### config.mk
export PLATFORM = sky130hd
export DESIGN_NAME = refresh_scan_gen
export DESIGN_NICKNAME = d
export VERILOG_FILES = /design/src/rtl/refresh_scan_gen.sv
export SDC_FILE = /design/constraint.sdc
export NUM_CORES = 1
export LEC_CHECK = 0
export BUFFER_PORTS_ARGS = -buffer_cell sky130_fd_sc_hd__buf_2
export CORE_ASPECT_RATIO = 0.8
export CORE_MARGIN = 5
export CORE_UTILIZATION = 58
export DETAILED_ROUTE_END_ITERATION = 12
export GPL_TIMING_DRIVEN = 0
export PLACE_DENSITY = 0.77
export SLEW_MARGIN = 20
export SYNTH_ARGS = -nofsm -noshare
export SYNTH_HDL_FRONTEND = slang
export SYNTH_SLANG_ARGS = --single-unit
### constraint.sdc
create_clock -name clk -period 2 [get_ports clk]
set_input_delay 0.1 -clock clk [delete_from_list [all_inputs] [get_ports clk]]
set_output_delay 0.1 -clock clk [all_outputs]
set_load 0.01 [all_outputs]
### src/rtl/refresh_scan_gen.sv
// Digit-scan timing source for the 7-segment display: steps a digit index once per slot,
// blanks the anodes at the start of each slot, and pulses per-digit and per-frame strobes.
module refresh_scan_gen #(
    parameter int DIV_COUNT    = 100000,
    parameter int BLANK_CYCLES = 1000,
    parameter int NUM_DIGITS   = 4
) (
    input  logic       clk,
    input  logic       reset,
    input  logic       enable,
    output logic [1:0] refrescamiento,
    output logic       blank,
    output logic       digit_tick,
    output logic       frame_tick
);

    localparam int             CW         = (DIV_COUNT > 1) ? $clog2(DIV_COUNT) : 1;
    localparam logic [CW-1:0]  SLOT_LAST  = CW'(DIV_COUNT - 1);
    localparam logic [CW-1:0]  BLANK_LAST = CW'((BLANK_CYCLES > 0) ? BLANK_CYCLES - 1 : 0);
    localparam logic [1:0]     IDX_LAST   = 2'(NUM_DIGITS - 1);
    localparam bit             HAS_BLANK  = (BLANK_CYCLES > 0);

    if (DIV_COUNT < 2) begin : g_badDivCount
        $error("refresh_scan_gen: DIV_COUNT must be >= 2");
    end
    if (BLANK_CYCLES < 0 || BLANK_CYCLES > DIV_COUNT - 1) begin : g_badBlankCycles
        $error("refresh_scan_gen: BLANK_CYCLES must be in 0..DIV_COUNT-1");
    end
    if (NUM_DIGITS < 1 || NUM_DIGITS > 4) begin : g_badNumDigits
        $error("refresh_scan_gen: NUM_DIGITS must be in 1..4");
    end

    typedef enum logic [1:0] {
        IDLE  = 2'd0,
        BLANK = 2'd1,
        SHOW  = 2'd2
    } state_t;

    state_t        r_state;
    state_t        w_nextState;
    logic [CW-1:0] r_cnt;
    logic [CW-1:0] w_nextCnt;
    logic [1:0]    w_nextIdx;
    logic          w_nextBlank;
    logic          w_nextDigitTick;
    logic          w_nextFrameTick;

    // Next-state logic; every output is a register loaded from these next values.
    always_comb begin
        w_nextState     = r_state;
        w_nextCnt       = r_cnt;
        w_nextIdx       = refrescamiento;
        w_nextDigitTick = 1'b0;
        w_nextFrameTick = 1'b0;

        case (r_state)
            IDLE: begin
                w_nextCnt = '0;
                w_nextIdx = 2'd0;
                if (enable) begin
                    w_nextState = HAS_BLANK ? BLANK : SHOW;
                end
            end
            BLANK: begin
                if (!enable) begin
                    w_nextState = IDLE;
                    w_nextCnt   = '0;
                    w_nextIdx   = 2'd0;
                end else begin
                    w_nextCnt = r_cnt + CW'(1);
                    if (r_cnt == BLANK_LAST) begin
                        w_nextState = SHOW;
                    end
                end
            end
            SHOW: begin
                if (!enable) begin
                    w_nextState = IDLE;
                    w_nextCnt   = '0;
                    w_nextIdx   = 2'd0;
                end else if (r_cnt == SLOT_LAST) begin
                    w_nextState     = HAS_BLANK ? BLANK : SHOW;
                    w_nextCnt       = '0;
                    w_nextIdx       = (refrescamiento == IDX_LAST) ? 2'd0 : refrescamiento + 2'd1;
                    w_nextDigitTick = 1'b1;
                    w_nextFrameTick = (refrescamiento == IDX_LAST);
                end else begin
                    w_nextCnt = r_cnt + CW'(1);
                end
            end
            default: begin
                w_nextState = IDLE;
                w_nextCnt   = '0;
                w_nextIdx   = 2'd0;
            end
        endcase

        // Anodes stay off everywhere except the display phase of a slot.
        w_nextBlank = (w_nextState != SHOW);
    end

    always_ff @(posedge clk) begin
        if (reset) begin
            r_state        <= IDLE;
            r_cnt          <= '0;
            refrescamiento <= 2'd0;
            blank          <= 1'b1;
            digit_tick     <= 1'b0;
            frame_tick     <= 1'b0;
        end else begin
            r_state        <= w_nextState;
            r_cnt          <= w_nextCnt;
            refrescamiento <= w_nextIdx;
            blank          <= w_nextBlank;
            digit_tick     <= w_nextDigitTick;
            frame_tick     <= w_nextFrameTick;
        end
    end

endmodule

==> results of run 1 <==
worst max-delay path, delay by kind of cell, from the launching register on:
kind	cells	cell delay, ns
adders and majority gates	1	0.20
DFF	1	0.38
AOI/OAI and AO/OA	1	0.43
buffers and inverters	1	0.14
and+or+nand+nor	4	0.64
area by class of cell:
cell class              count  area [um^2]
fillers                   144          629
clock buffers               4         36.3
multi-input cells          96          662
well taps                  24         30.0
inverters                   5         18.8
plain buffers               1         15.0
flip-flops and latches     24          483
repair buffers              7         35.0
routing by layer:
metal | track usage | part of all wire | vias to the layer above
li1 | - | - | 466
met1 | 0.213 | 0.49 | 443
met2 | 0.250 | 0.47 | 13
met3 | 0.0538 | 0.030 | 2
met4 | 0.0221 | 0.0055 | 0
met5 | 0 | 0 | -
layout by cell type (no fill, tap or decap), types with 2 or more instances in the layout:
cell type,n
a21oi_1,2
and4_2,2
buf_2,7
clkbuf_4,3
dfxtp_1,22
dfxtp_2,2
ha_1,7
inv_1,5
nand2_1,11
nand3_1,5
nand4_1,6
nor2_1,24
nor3_1,4
xnor2_1,5
xor2_1,10
worst max path at each step:
stage / from / to / slack [ns] / cells past startpoint
global placement: r_cnt[0] / r_cnt[9] / 0.14 / 7
global route: r_cnt[0] / r_cnt[7] / 0.03 / 7
finish: r_cnt[0] / r_cnt[9] / 0.12 / 7
floorplan: r_cnt[0] / r_cnt[12] / 0.31 / 7
CTS: r_cnt[0] / r_cnt[12] / 0.06 / 7
detailed placement: r_cnt[0] / r_cnt[12] / 0.1 / 7
power breakdown:
part	leakage (nW)	internal, W	total (W)	switching (W)
combinational	0.291	0.0000132	0.0000331	0.0000199
sequential	0.195	0.000480	0.000483	0.00000277
clock	0.0210	0.000111	0.000251	0.000140
total	0.506	0.000604	0.000767	0.000163
through the flow:
step	total power, W	hold WS [ns]	worst slack [ns]	util
3_5_place_dp	0.000527	0.351	0.0995	0.649
5_1_grt	0.000797	0.00468	0.0318	0.670
2_1_floorplan	0.000516	0.177	0.310	-
6_report	0.000767	0.0151	0.119	0.670
4_1_cts	0.000773	0.00520	0.0605	0.668
3_3_place_gp	0.000524	0.338	0.143	0.649
registers in the layout (all words and copies together) (netlist names):
| signal | flops |
|---|---|
| blank | 1 |
| digit_tick | 1 |
| frame_tick | 1 |
| r_cnt | 17 |
| r_state | 2 |
| refrescamiento | 2 |
logic make-up (layout without fill, tap and decap cells):
logic type      Yosys count  after routing
xor+xnor                 15             15
buf+inv                   6             17
simple gates             67             67
compound gates            7              7
fa+ha+maj                 7              7
flops                    24             24
what timing repair did:
| item | CTS | global route |
|---|---|---|
| endpoints found under the setup margin | 0 | 10 |
| resized for setup | 0 | 3 |
| setup buffers | 0 | 0 |
==> flow_summary_export.csv, run 1 <==
group,metric,value,unit
timing,min_period,1.88,ns
timing,relSlewSlack,0.712,
timing,worst_slew_pin_slew,0.429,ns
synthesis,synth_top_family_by_area,"simple AND/OR/NAND/NOR gates",
worst_hold_path,hold_depth,2,
global_route,grt_pass1_wl,3.68,mm
synthesis,async_reset_ff_frac,0,
finish,fin_area,1280,um^2
floorplan,die_area,3030,um^2
worst_setup_path,r2r_cells,7,
synthesis,synth_area_per_cell,9.32,um^2
pwr,powerDensity,599,nW/um^2
synthesis,synth_top_cell_by_area,"dfxtp_1",
synthesis,synth_area,1170,um^2
drt,vias_per_cell,5.74,
floorplan,initial_utilization,0.615,
synthesis,synth_edf_count,0,
synthesis,yosysTopAreaCellShare,0.409,
synthesis,yosys-top-cells-area,"dfxtp_1, nor2_1, ha_1",
worst_setup_path,reg2reg_slack,0.12,ns
worst_setup_path,cpPeakStageDelay,0.43,ns
floorplan,core_area,1910,um^2
clock_network,clock_sinks,24,
pwr,ir_drop,0.000505,V
synthesis,synth-seq-cells,24,
clock_network,cts_root_buffer,"clkbuf_4",
clock_network,clockBufferDepth,2,
worst_setup_path,crit_type,"reg2reg",
clock_network,clk_pin_slew,0.13,ns
global_route,grt_util_all_layers,0.158,
drt,route.detailed.drc,0,
worst_setup_path,crit_path_end_kind,"flop",
placed_design,dpl.cell_count,157,
finish,n_antenna_cell,0,
timing,tns,0,ns
synthesis,ys_warn_count,0,
timing,finalMaxSlewViolations,0,
drt,dr.pass1.iters,5,
synthesis,synth.net_count,136,
worst_hold_path,hp-start,"reset",
drt,wl,2.18,mm
timing,rsz0062_at_grt,"no",
outcome,outcome,"finished, final reports clean",
floorplan,rows,14,
synthesis,ys_seq_area_frac,0.409,
global_route,grt_max_degree,14,
worst_hold_path,min_path_type,"in2reg",
synthesis,ys.flop_type,"dfxtp_1",
clock_network,ctsHoldBuffers,0,
placed_design,gp_congestion,0.841,
floorplan,pin_count,8,
drt,ant_nets,0,
synthesis,synth-compound-area-share,0.0564,
synthesis,synth.distinct_cells,33,
drt,vias,924,
finish,nets,148,
worst_setup_path,required,2.22,ns
worst_setup_path,rr_startpoint,"r_cnt[0]",
worst_setup_path,start_kind,"flop",
timing,skew,0.000777,ns
synthesis,synth_xor_area_frac,0.112,
synthesis,synthCells,126,
pwr,p_leak,0.506,nW
worst_hold_path,hold_end,"r_state[0]",
synthesis,yosys.area_share.simple,0.319,
synthesis,muxShareOfSynthArea,0,
clock_network,cts_tree,"built",
placed_design,port-buffer-count,7,
timing,setup_viol,0,
drt,drt_iter0_markers,30,
clock_network,clock_latency,0.31,ns
clock_network,htree_levels,1,
worst_setup_path,slowest_stage,"o311a_4",
job,drv_cap,0,
floorplan,die_w,60.3,um
worst_setup_path,crit_fanout,10,
worst_setup_path,crit_chain,"ha_1, and4_2, nand4_2, o311a_4, nand2_4, buf_8, nor2_1",
finish,syn2layout_area_growth,8.95,%
finish,drive_gt1_frac,0.175,
placed_design,dpl-instance-area,1240,um^2
drt,routedWlPerCell,13.6,um
worst_setup_path,cp.arrival,2.10,ns
floorplan,die_height,50.3,um
clock_network,cts_made_buffers,3,
timing,fin_crit_sh,0.940,
global_route,grt_pass1_vias,845,
worst_setup_path,r2r_end,"r_cnt[9]",
synthesis,yosys-top-cells-count,"dfxtp_1, nor2_1, nand2_1, xor2_1, ha_1",
timing,hold_violations,0,
synthesis,synthAdderAreaFrac,0.0745,
placed_design,place_hpwl,1.68,mm
finish,fin_cells,161,
global_route,antenna_found_initial,0,
global_route,overflow,0,
timing,fmax,532,MHz
Power figures use the tool's default switching activity.
==> inputs of run 2 (changes only) <==
- CORE_UTILIZATION: 58 -> 55
- PLACE_DENSITY: 0.77 -> 0.74
==> run 2 against run 1 <==
  * Combinational power rose by 3%
  * Total power fell by 6.2%
  * Worst hold slack improved by 0.17 ns
==> flow_summary_export.csv, run 2 (synthesis results as in run 1) <==
group,metric,value,unit
finish,final_common_cell,"nor2_1",
timing,hold_violations,0,
worst_setup_path,cp.arrival,2.12,ns
worst_setup_path,slowest_stage,"o311a_4",
global_route,grt.met1_usage,0.211,
clock_network,clock_latency,0.31,ns
finish,top_register,"r_cnt",
global_route,grt_max_degree,13,
timing,worst_slew_pin_slew,0.390,ns
floorplan,die_w,61.7,um
finish,final_util,0.608,
global_route,overflow,0,
pwr,p_leak,0.499,nW
worst_setup_path,required,2.22,ns
finish,n_antenna_cell,0,
drt,routedWlPerCell,12.8,um
finish,largest_reg_flops,17,
pwr,combinationalPowerShare,0.047,
pwr,ir_drop,0.000588,V
finish,drive_gt1_frac,0.168,
worst_setup_path,cpLargestDelayFamily,"simple AND/OR/NAND/NOR gates",
worst_setup_path,critical_path_buf_inv_count,1,
placed_design,gp_congestion,0.781,
clock_network,clock_sinks,24,
drt,route.detailed.drc,0,
drt,wl,2.08,mm
pwr,power.internal,0.000565,W
clock_network,cts_root_buffer,"clkbuf_4",
finish,nets,149,
pwr,seqPwrFrac,0.670,
floorplan,die_area,3170,um^2
drt,dr.pass1.iters,4,
placed_design,port-buffer-count,7,
timing,min_period,1.90,ns
timing,setup_viol,0,
worst_setup_path,crit_chain,"ha_2, and4_2, nand4_2, o311a_4, nand2_4, buf_8, nor2_1",
worst_hold_path,min_path_type,"in2reg",
floorplan,initial_utilization,0.559,
clock_network,cts_made_buffers,3,
global_route,grtUsageMet3,0.0530,
global_route,antenna_found_initial,0,
drt,vias,899,
worst_setup_path,crit_path_end_kind,"flop",
worst_setup_path,start_kind,"flop",
worst_setup_path,crit_fanout,10,
clock_network,cts_tree,"built",
drt,ant_nets,0,
clock_network,htree_levels,1,
floorplan,die_height,51.3,um
worst_setup_path,cpPeakStageDelay,0.43,ns
pwr,clkPwrFrac,0.282,
floorplan,pin_count,8,
finish,layout_common_cells,"nor2_1, dfxtp_1, nand2_1",
global_route,grt_use_met2,0.213,
job,drv_cap,0,
placed_design,place_hpwl,1.58,mm
global_route,grt_pass1_wl,3.49,mm
pwr,powerDensity,563,nW/um^2
pwr,switchingPower,0.000155,W
clock_network,clockBufferDepth,2,
floorplan,core_area,2100,um^2
timing,fin_crit_sh,0.950,
finish,reg_top3,"r_cnt: 17 flops, r_state: 2 flops, refrescamiento: 2 flops",
worst_setup_path,crit_type,"reg2reg",
global_route,busiest_layer,"met2",
finish,syn2layout_area_growth,8.84,%
drt,drt_iter0_markers,12,
timing,relSlewSlack,0.738,
global_route,grt_pass1_vias,771,
pwr,netSwitchingFraction,0.215,
floorplan,rows,15,
timing,finalMaxSlewViolations,0,
timing,skew,0.00268,ns
timing,fmax,526,MHz
drt,vias_per_cell,5.55,
timing,tns,0,ns
timing,rsz0062_at_grt,"no",
global_route,grt_util_all_layers,0.150,
clock_network,clk_pin_slew,0.12,ns
outcome,outcome,"finished, final reports clean",
run 2: power by group through the flow:
stage | Sequential (W) | Clock, W | Combinational, W
3_3_place_gp | 0.000493 | 0 | 0.0000310
6_report | 0.000483 | 0.000203 | 0.0000340
2_1_floorplan | 0.000493 | 0 | 0.0000235
4_1_cts | 0.000483 | 0.000209 | 0.0000336
3_5_place_dp | 0.000493 | 0 | 0.0000320
5_1_grt | 0.000483 | 0.000234 | 0.0000386
run 2: final cells by class:
class / count / area (um^2)
multi-input combinational: 96 / 664
clock buffer: 3 / 22.5
tap: 25 / 31.3
fill: 184 / 823
timing repair buffer: 8 / 45.0
sequential: 24 / 482
buffer: 1 / 15.0
inverter: 5 / 18.8
run 2: metal layers:
metal / up-vias / part of all wire / wire length, um
met1: 417 / 0.51 / 1050
met5: - / 0 / 0
met2: 19 / 0.42 / 884
met4: 0 / 0.0082 / 17
met3: 2 / 0.061 / 127
li1: 461 / - / -
run 2: final timing paths:
check | from | endpoint | slack [ns] | depth (start not counted)
setup / recovery | r_cnt[1] | r_cnt[7] | 0.10 | 7
hold / removal | enable | digit_tick | 0.19 | 3
hold reg to reg | r_cnt[0] | r_cnt[0] | 0.45 | 1
setup reg to reg | r_cnt[1] | r_cnt[7] | 0.10 | 7
run 2: what timing repair did:
| action | CTS | global route |
|---|---|---|
| hold endpoints to repair | 1 | 0 |
| endpoints found under the setup margin | 0 | 10 |
| hold buffers | 1 | 0 |
| gates resized for setup | 0 | 3 |
| buffers inserted | 0 | 0 |
run 2: worst reg2reg max path, stage by stage (launching register included):
cell and delay (ns):
dfxtp_1 0.39, ha_2 0.22, and4_2 0.28, nand4_2 0.17, o311a_4 0.43, nand2_4 0.13, buf_8 0.14, nor2_1 0.05
run 2: metrics by stage:
stage / area [um^2] / std cells / hold WS [ns] / power [W] / worst slack, ns
6_report: 1280 / 162 / 0.190 / 0.000720 / 0.100
5_1_grt: 1280 / 162 / 0.203 / 0.000756 / 0.00851
4_1_cts: 1270 / 162 / 0.173 / 0.000725 / 0.0681
3_5_place_dp: 1240 / 158 / 0.341 / 0.000525 / 0.0936
3_3_place_gp: 1240 / 158 / 0.339 / 0.000524 / 0.143
2_1_floorplan: 1170 / 126 / 0.177 / 0.000516 / 0.310
==> inputs of run 3 (changes only) <==
- CORE_MARGIN: 5 -> unset
==> run 3 against run 2 <==
  * Via count decreased by 1.3%
  * Count of clock-buffer cells in the layout did not move
  * Largest cell class unchanged
  * Register-to-register slack improved by 0.02 ns
  * Critical endpoint is now r_cnt[15]
  * Die area is 27% lower
  * Sequential share of layout area up 0.11 points
==> flow_summary_export.csv, run 3 (synthesis results as in run 1) <==
group,metric,value,unit
global_route,overflow,0,
worst_hold_path,hold_depth,4,
drt,drt_iter0_markers,21,
clock_network,cts_tree,"built",
drt,routedWlPerCell,12.8,um
placed_design,dpl-instance-area,1240,um^2
drt,vias_per_cell,5.51,
global_route,grt_max_degree,13,
finish,layout_common_cells,"nor2_1, dfxtp_1, nand2_1",
outcome,outcome,"finished, final reports clean",
pwr,powerDensity,567,nW/um^2
finish,top_register,"r_cnt",
global_route,antenna_found_initial,0,
clock_network,clk_pin_slew,0.12,ns
clock_network,htree_levels,1,
clock_network,clock_sinks,24,
worst_setup_path,crit_path_end_kind,"flop",
timing,relSlewSlack,0.731,
timing,rsz0062_at_grt,"no",
timing,setup_viol,0,
timing,min_period,1.88,ns
floorplan,die_w,53.7,um
clock_network,clockBufferDepth,2,
finish,fin_area,1270,um^2
floorplan,die_height,43.3,um
timing,skew,0.00487,ns
finish,reg_top3,"r_cnt: 17 flops, r_state: 2 flops, refrescamiento: 2 flops",
placed_design,port-buffer-count,7,
drt,dr.pass1.iters,4,
worst_setup_path,crit_fanout,10,
drt,vias,887,
worst_setup_path,reg2reg_slack,0.12,ns
drt,route.detailed.drc,0,
worst_setup_path,r2r_cells,7,
finish,final_util,0.656,
pwr,ir_drop,0.000599,V
worst_setup_path,rr_startpoint,"r_cnt[1]",
finish,drive_gt1_frac,0.161,
finish,syn2layout_area_growth,8.52,%
timing,finalMaxSlewViolations,0,
floorplan,core_area,1940,um^2
worst_hold_path,hp-start,"enable",
placed_design,place_hpwl,1.58,mm
clock_network,clock_latency,0.31,ns
placed_design,gp_congestion,0.740,
worst_setup_path,cp.arrival,2.10,ns
job,drv_cap,0,
floorplan,initial_utilization,0.604,
pwr,p_leak,0.503,nW
timing,tns,0,ns
clock_network,cts_root_buffer,"clkbuf_4",
drt,ant_nets,0,
floorplan,rows,14,
worst_hold_path,min_path_type,"in2reg",
floorplan,die_area,2330,um^2
finish,n_antenna_cell,0,
worst_hold_path,hold_end,"refrescamiento[1]",
finish,final_common_cell,"nor2_1",
finish,largest_reg_flops,17,
timing,fmax,532,MHz
global_route,grt_pass1_wl,3.48,mm
worst_setup_path,required,2.21,ns
worst_setup_path,r2r_end,"r_cnt[15]",
timing,hold_violations,0,
clock_network,post-cts-setup-buffers,0,
global_route,grt_pass1_vias,788,
drt,wl,2.07,mm
timing,worst_slew_pin_slew,0.400,ns
clock_network,cts_made_buffers,3,
global_route,grt_util_all_layers,0.206,
finish,nets,149,
worst_setup_path,start_kind,"flop",
worst_setup_path,crit_type,"reg2reg",
floorplan,pin_count,8,
timing,fin_crit_sh,0.940,
[run 3: layout make-up]
class                           instances  area, um^2
Fill cell                             171         669
Tap cell                               24        30.0
Timing Repair Buffer                    8        45.0
Buffer                                  1        15.0
Clock buffer                            3        22.5
Inverter                                5        18.8
Sequential cell                        24         482
Multi-Input combinational cell         96         662
[run 3: worst max-delay path by stage]
| stage | from | slack [ns] | endpoint |
|---|---|---|---|
| 5_1_grt | r_cnt[1] | 0.01 | r_cnt[14] |
| 3_5_place_dp | r_cnt[0] | 0.09 | r_cnt[15] |
| 6_report | r_cnt[1] | 0.12 | r_cnt[15] |
| 4_1_cts | r_cnt[0] | 0.07 | r_cnt[8] |
| 2_1_floorplan | r_cnt[0] | 0.31 | r_cnt[12] |
| 3_3_place_gp | r_cnt[0] | 0.14 | r_cnt[15] |
[run 3: layer usage]
layer	vias up	wire, um	track usage
li1	462	-	-
met1	404	1080	0.294
met2	19	876	0.296
met3	2	95	0.0737
met4	0	19	0.0474
met5	-	0	0
[run 3: metrics by stage]
stage               cells  hold WS (ns)  power, W  setup WS, ns
floorplan             126         0.177  0.000516         0.310
global placement      157         0.338  0.000524         0.139
detailed placement    157         0.342  0.000526        0.0931
CTS                   160      0.000873  0.000731        0.0706
global route          161         0.182  0.000758        0.0130
finish                161         0.183  0.000723         0.120
[run 3: repair_timing]
item                                    in CTS  in global routing
hold buffers                                 0                  1
endpoints found under the setup margin       0                 10
endpoints found under the hold margin        0                  1
resized for setup                            0                  2
[run 3: report_power, final]
group          switching (W)  internal [W]   total, W  leakage (nW)
Sequential        0.00000285      0.000480   0.000483         0.194
Combinational      0.0000203     0.0000147  0.0000350         0.295
Clock               0.000135     0.0000704   0.000205        0.0138
[run 3: critical path, stage by stage, from the launching register on]
cell and delay, ns:
dfxtp_1 0.38, ha_1 0.21, and4_2 0.28, nand4_2 0.17, o311a_4 0.43, nand2_4 0.13
buf_8 0.13, nor2_1 0.04
